$ cat src/rtl/controle_telas_pkg.sv
// Shared screen encodings, FSM state type and hold default for controle_telas and the screen mux.
// Macro TELAS_PAUSA_EN adds the PAUSA state.
package controle_telas_pkg;

    localparam int HOLD_FRAMES_PADRAO = 180;

    localparam logic [1:0] MODO_INICIAL = 2'd0;
    localparam logic [1:0] MODO_JOGO    = 2'd1;
    localparam logic [1:0] MODO_VITORIA = 2'd2;
    localparam logic [1:0] MODO_DERROTA = 2'd3;

    typedef enum logic [2:0] {
        INICIAL = 3'd0,
        JOGO    = 3'd1,
        VITORIA = 3'd2,
        DERROTA = 3'd3
`ifdef TELAS_PAUSA_EN
        ,
        PAUSA   = 3'd4
`endif
    } estado_t;

    // A paused game keeps showing the game screen.
    function automatic logic [1:0] modo_de(input estado_t e);
        logic [1:0] m;
        m = MODO_INICIAL;
        case (e)
            INICIAL: m = MODO_INICIAL;
            JOGO:    m = MODO_JOGO;
            VITORIA: m = MODO_VITORIA;
            DERROTA: m = MODO_DERROTA;
`ifdef TELAS_PAUSA_EN
            PAUSA:   m = MODO_JOGO;
`endif
            default: m = MODO_INICIAL;
        endcase
        return m;
    endfunction

endpackage

$ cat src/rtl/controle_telas_detector_borda.sv
// Rising-edge detector: registers the previous level, flags a 0->1 change in the same cycle.
module detector_borda (
    input  logic clk,
    input  logic reset,
    input  logic d,
    output logic borda
);

    logic d_ant;

    always_ff @(posedge clk or negedge reset) begin
        if (!reset) d_ant <= 1'b0;
        else        d_ant <= d;
    end

    assign borda = d & ~d_ant;

endmodule

$ cat src/rtl/controle_telas.sv
// Screen controller: start / game / win / loss screens, modo changes only on frame_tick.
// Macro TELAS_PAUSA_EN enables pausing the game with the start button.
module controle_telas
    import controle_telas_pkg::*;
#(
    parameter int HOLD_FRAMES = HOLD_FRAMES_PADRAO
) (
    input  logic       clk,
    input  logic       reset,
    input  logic       frame_tick,
    input  logic       inicio,
    input  logic       vitoria_evt,
    input  logic       derrota_evt,
    output logic [1:0] modo,
    output logic       jogo_ativo,
    output logic       troca,
    output estado_t    estado_dbg
);

    localparam int CW = $clog2(HOLD_FRAMES + 1);
    localparam logic [CW-1:0] CNT_MAX = CW'(HOLD_FRAMES);

    estado_t       estado, estado_prox;
    logic [CW-1:0] cnt;
    logic          inicio_re;
    logic          tela_fim;

    detector_borda u_borda_inicio (
        .clk   (clk),
        .reset (reset),
        .d     (inicio),
        .borda (inicio_re)
    );

    assign tela_fim   = (estado == VITORIA) || (estado == DERROTA);
    assign estado_dbg = estado;

    // Loss wins over a simultaneous win.
    always_comb begin
        estado_prox = estado;
        case (estado)
            INICIAL: if (inicio_re) estado_prox = JOGO;
            JOGO: begin
                if (derrota_evt)      estado_prox = DERROTA;
                else if (vitoria_evt) estado_prox = VITORIA;
`ifdef TELAS_PAUSA_EN
                else if (inicio_re)   estado_prox = PAUSA;
`endif
            end
            VITORIA, DERROTA: if (inicio_re || cnt == CNT_MAX) estado_prox = INICIAL;
`ifdef TELAS_PAUSA_EN
            PAUSA: if (inicio_re) estado_prox = JOGO;
`endif
            default: estado_prox = INICIAL;
        endcase
    end

    // modo samples the pre-transition state, so an event on a tick cycle shows on the next tick.
    always_ff @(posedge clk or negedge reset) begin
        if (!reset) begin
            estado     <= INICIAL;
            cnt        <= '0;
            modo       <= MODO_INICIAL;
            jogo_ativo <= 1'b0;
            troca      <= 1'b0;
        end else begin
            estado     <= estado_prox;
            jogo_ativo <= (estado_prox == JOGO);
            if (estado_prox != estado)
                cnt <= '0;
            else if (frame_tick && tela_fim && cnt != CNT_MAX)
                cnt <= cnt + CW'(1);
            if (frame_tick) begin
                modo  <= modo_de(estado);
                troca <= (modo_de(estado) != modo);
            end else begin
                troca <= 1'b0;
            end
        end
    end

endmodule

$ cat config.mk
export PLATFORM = sky130hd
export DESIGN_NAME = controle_telas
export DESIGN_NICKNAME = d
export VERILOG_FILES = /design/src/rtl/controle_telas_pkg.sv /design/src/rtl/controle_telas_detector_borda.sv /design/src/rtl/controle_telas.sv
export SDC_FILE = /design/constraint.sdc
export NUM_CORES = 1
export LEC_CHECK = 0
export BUFFER_PORTS_ARGS = -buffer_cell sky130_fd_sc_hd__buf_2
export CAP_MARGIN = 20
export CORE_MARGIN = 2
export CORE_UTILIZATION = 57
export CTS_BUF_LIST = sky130_fd_sc_hd__clkbuf_2 sky130_fd_sc_hd__clkbuf_4 sky130_fd_sc_hd__clkbuf_8
export CTS_CLUSTER_SIZE = 24
export DETAILED_ROUTE_END_ITERATION = 16
export PLACE_DENSITY_LB_ADDON = 0.15
export SETUP_SLACK_MARGIN = 0.2
export SLEW_MARGIN = 15
export SYNTH_ARGS = -nofsm -noshare
export SYNTH_HDL_FRONTEND = slang
export SYNTH_SLANG_ARGS = --single-unit
$ cat constraint.sdc
create_clock -name clk -period 1.7 [get_ports clk]
set_clock_uncertainty 0.1 [all_clocks]
set_input_delay 0 -clock clk [delete_from_list [all_inputs] [get_ports clk]]
set_output_delay 0 -clock clk [all_outputs]
set_load 0.03 [all_outputs]
==> flow_summary.toml, run 1 <==
[timing]
maxSlewViolCount = 0
worst_slack_ns = 0.0124
hold_slack_ns = 0.0473
layout_min_cycle_time_ns = 1.69
hold_viol_final = 0
fin_crit_sh_pct = 99.3
fmax_ghz = 0.593
rsz0062_at_grt = "true"
finalSetupViolations = 0
fin_setup_tns_ns = 0

[clocking]
cts_buffers = 3
clkLatencyLatePin_ns = 0.30
cts_tree = "built"
clockBufferDepth = 2
htree_levels = 1
cts_num_sinks = 16
cts_root_buf = "clkbuf_4"
cts.clk_slew.worst_paths_ns = 0.10

[grt]
grt_overflow = 0
grt_pass1_wl_um = 3330
grt.total_usage_pct = 25.7
grt_antenna_before_repair = 0
grt_start_max_net_pins = 17
first_global_vias = 720

[critical_path]
path_max_fanout = 8
reg2reg_depth = 4
cp_slowest_cell = "o31a_4"
critPathMaxStageDelay_ns = 0.41
start_kind = "flip-flop"
crit_end = "cnt[6]"
startpoint = "cnt[6]"
endpoint_kind = "flip-flop"
timing.rr.end = "cnt[6]"
crit_chain = "nand4b_1 > o31a_4 > o221ai_4 > nor2_1"
crit_type = "reg -> reg"
rr_startpoint = "cnt[6]"
worstPathArrival_ns = 1.77
crit_required_ns = 1.79
rrSetupSlack_ns = 0.01

[min_path]
hold_class = "in -> async"

[routing]
vias = 757
drt_first_iter_violations = 26
first_pass_iters = 4
drcViolationCount = 0
wl_per_cell_um = 16.2
vias_per_cell = 5.91
antenna_left = 0
postRouteWirelength_um = 2070

[floorplan]
die-area_mm2 = 0.00180
pin_count = 13
fp.dieH_um = 42.4
rows = 13
core-area_mm2 = 0.00133
chipWidth_um = 42.4
start_util_pct = 63.1

[finish]
multiInputGateArea_um2 = 464
area_growth_pct = 30.8
fin_nets = 122
layout_commonest_cell = "dfrtp_1"
drive_above_1_share_pct = 32.7
fin_area_mm2 = 0.00110
antennaDiodeCount = 0
final_core_util_pct = 82.6
seq_area_um2 = 404
layout_common_cells = "dfrtp_1 (13), nor2_1 (12), buf_2 (12), buf_4 (7), a21oi_1 (6)"
n_fill_cell = 82
fin_cells = 128

[pwr]
cellPowerDensity_mw_per_mm2 = 717
p_leak_nw = 0.491
ir_drop_uv = 527
power_mw = 0.790

[synthesis]
synth.ff_latch_count = 16
syn_nets = 96
synth_cells = 88
seq_area_frac_synth_pct = 47.5
synth_warnings = 0
syn_area_per_cell_um2 = 9.57
yosysUniqueCellTypes = 29
syn_area_um2 = 842

[place]
gp_congestion = 0.811
hpwl_um = 1330
dpl.cell_count = 115
portBuffers = 12
placed_area_um2 = 937
dp_slack_ns = 0.0502

[run]
drv_cap = 0

[outcome]
outcome = "completed"
## layout make-up
| class | count | area share (%) |
|---|---|---|
| Inverter | 4 | 1.36 |
| Multi-Input combinational cell | 65 | 42.2 |
| Clock buffer | 4 | 3.30 |
| Tap cell | 15 | 1.70 |
| Sequential cell | 16 | 36.7 |
| Timing Repair Buffer | 24 | 14.8 |
## worst max-delay path, delay by kind of cell, from the launching register on
kind	cells	cell delay [ns]
AOI/OAI and AO/OA	2	0.68
DFF	1	0.40
and+or+nand+nor	2	0.39
## what timing repair did
item / CTS / global route
pin swaps: 9 / 7
hold buffers: 5 / 0
hold endpoints to repair: 21 / 0
gates resized for setup: 8 / 2
buffers inserted: 2 / 2
endpoints found under the setup margin: 9 / 10
## kinds of logic after synthesis
logic type / count (synthesis) / share of synthesized area [%]
xor gates and xnor gates: 6 / 6.24
AOI/OAI and AO/OA: 15 / 12.8
buffers and inverters: 7 / 3.57
and+or+nand+nor: 40 / 25.3
DFF: 16 / 47.5
muxes: 1 / 1.19
other: 1 / 0.445
adders and majority gates: 2 / 2.97
## flip-flops by register name (all words and copies together), names as in the netlist
signal                cells
cnt                       8
estado_dbg                3
modo                      2
jogo_ativo                1
troca                     1
u_borda_inicio.d_ant      1
## per-layer routing
layer,vias to the layer above,wire [um],GRT usage [%]
li1,355,-,-
met1,364,839,31.2
met2,29,1050,39.7
met3,9,105,7.33
met4,0,74,16.3
met5,-,0,0
## how the worst min path moves through the flow
stage	startpoint	end	cells past startpoint
2_1_floorplan	reset	cnt[0]	0
3_3_place_gp	reset	jogo_ativo	1
3_5_place_dp	reset	jogo_ativo	1
4_1_cts	reset	cnt[1]	2
5_1_grt	reset	cnt[1]	2
6_report	reset	cnt[2]	2
## power breakdown
| group | internal (mW) | switching (mW) | leakage (nW) |
|---|---|---|---|
| Sequential | 0.393 | 0.0170 | 0.213 |
| Combinational | 0.0470 | 0.0708 | 0.257 |
| Clock | 0.131 | 0.131 | 0.0210 |
| Total | 0.571 | 0.219 | 0.491 |
## Yosys cell counts (all sizes together)
master / count / area (um^2)
nor3: 3 / 15.0
nand3b: 2 / 15.0
xnor2: 4 / 35.0
mux2i: 1 / 10.0
o31a: 1 / 10.0
nand3: 3 / 15.0
a31o: 1 / 8.76
and3: 1 / 6.26
nand2: 5 / 18.8
o21ai: 4 / 20.0
and3b: 1 / 8.76
nand4b: 1 / 8.76
nor2: 12 / 45.0
inv: 4 / 15.0
nand2b: 2 / 12.5
nand4: 4 / 25.0
or2: 1 / 6.26
dfrtp: 16 / 400
xor2: 2 / 17.5
ha: 2 / 25.0
o31ai: 1 / 7.51
or3b: 1 / 8.76
buf: 3 / 15.0
or3: 1 / 6.26
conb: 1 / 3.75
nor3b: 2 / 15.0
nor2b: 1 / 6.26
a21oi: 7 / 35.0
o221ai: 1 / 26.3
Power figures use the tool's default switching activity.
==> inputs of run 2 (changes only) <==
Settings changed: CORE_UTILIZATION 57 to 35.
==> flow_summary.toml, run 2 (synthesis results as in run 1) <==
[outcome]
outcome = "completed"

[floorplan]
fp.dieH_um = 53.1
core-area_mm2 = 0.00223
start_util_pct = 37.7
pin_count = 13
die-area_mm2 = 0.00281
chipWidth_um = 53.1
rows = 17

[critical_path]
crit_family = "compound AO/OA/AOI/OAI gates"
reg2reg_depth = 5
path_buf_inv = 1
path_max_fanout = 8
cp_slowest_cell = "o31a_4"
rrSetupSlack_ns = 0.07
crit_required_ns = 1.77
crit_chain = "nand4b_1 > o31a_4 > o221ai_4 > buf_12 > nor2_1"
rr_startpoint = "cnt[6]"
start_kind = "flip-flop"
crit_type = "reg -> reg"
timing.rr.end = "cnt[0]"
endpoint_kind = "flip-flop"
critPathMaxStageDelay_ns = 0.39
worstPathArrival_ns = 1.69

[timing]
fin_crit_sh_pct = 95.7
fmax_ghz = 0.615
finalSetupViolations = 0
rsz0062_at_grt = "true"
hold_viol_final = 0
maxSlewViolCount = 0
fin_setup_tns_ns = 0
layout_min_cycle_time_ns = 1.63

[grt]
first_global_vias = 646
grt_pass1_wl_um = 2860
grt_antenna_before_repair = 0
grt.total_usage_pct = 14.5
grt_start_max_net_pins = 17
grt_overflow = 0

[clocking]
cts.clk_slew.worst_paths_ns = 0.10
cts_num_sinks = 16
cts_tree = "built"
clockBufferDepth = 2
cts_buffers = 3
cts_root_buf = "clkbuf_4"
htree_levels = 1
clkLatencyLatePin_ns = 0.28

[place]
portBuffers = 12
gp_congestion = 0.805
hpwl_um = 1260
placed_area_um2 = 961
dpl.cell_count = 129

[finish]
final_core_util_pct = 50.9
n_fill_cell = 213
fin_area_mm2 = 0.00114
multiInputGateArea_um2 = 464
layout_commonest_cell = "dfrtp_1"
drive_above_1_share_pct = 35.1
layout_common_cells = "dfrtp_1 (13), buf_2 (12), nor2_1 (10), buf_4 (7)"
area_growth_pct = 35.1
largest_reg_flops = 8
max_flop_register = "cnt"
seq_area_um2 = 404
fin_cells = 142
fin_nets = 123
antennaDiodeCount = 0

[routing]
drt_first_iter_violations = 6
antenna_left = 0
vias_per_cell = 4.96
first_pass_iters = 4
wl_per_cell_um = 12.6
drcViolationCount = 0
postRouteWirelength_um = 1780
vias = 704

[pwr]
ir_drop_uv = 451
p_leak_nw = 0.495
cellPowerDensity_mw_per_mm2 = 688
power_mw = 0.783

[run]
drv_cap = 0

[min_path]
hold_class = "in -> async"
-- run 2: changes by cell type in the layout (fill, tap and decap cells not counted), sizes merged --
cell,before,now
buf,19,20
-- run 2: metrics by stage --
| step | hold slack [ns] | setup slack, ns |
|---|---|---|
| final | 0.0489 | 0.0727 |
| after global routing | 0.0681 | 0.000280 |
| after CTS | 0.0548 | 0.0973 |
| after detailed placement | -0.167 | 0.0679 |
| after global placement | -0.162 | 0.0741 |
| after floorplan | -0.396 | 0.183 |
-- run 2: layer usage --
layer  routed length (um)  track usage, %
met1                  824            18.5
met5                    0               0
met3                   50            3.39
met2                  888            23.3
met4                   20            6.41
-- run 2: area by class of cell --
type | instances | area share [%]
multi-input cells | 65 | 40.8
flip-flops and latches | 16 | 35.5
repair buffers | 25 | 16.1
clock buffers | 4 | 3.19
well taps | 28 | 3.08
inverters | 4 | 1.32
-- run 2: how the worst max path moves through the flow --
stage	from	end	depth (start not counted)
detailed placement	cnt[0]	cnt[1]	6
finish	cnt[6]	cnt[0]	5
floorplan	estado_dbg[2]	cnt[3]	5
global placement	cnt[0]	cnt[2]	6
global route	cnt[6]	cnt[0]	5
CTS	cnt[0]	cnt[2]	6
-- run 2: where the power goes --
group | switching, mW | internal [mW] | leakage [nW]
Clock | 0.118 | 0.130 | 0.0210
Combinational | 0.0731 | 0.0559 | 0.261
Sequential | 0.0132 | 0.393 | 0.213
Total | 0.204 | 0.579 | 0.495
-- run 2: timing repair --
action,CTS,global route
setup endpoints to repair,8,10
hold endpoints to repair,21,0
resized for setup,2,9
buffers inserted,3,1
hold buffers,5,0
pin swaps,0,3
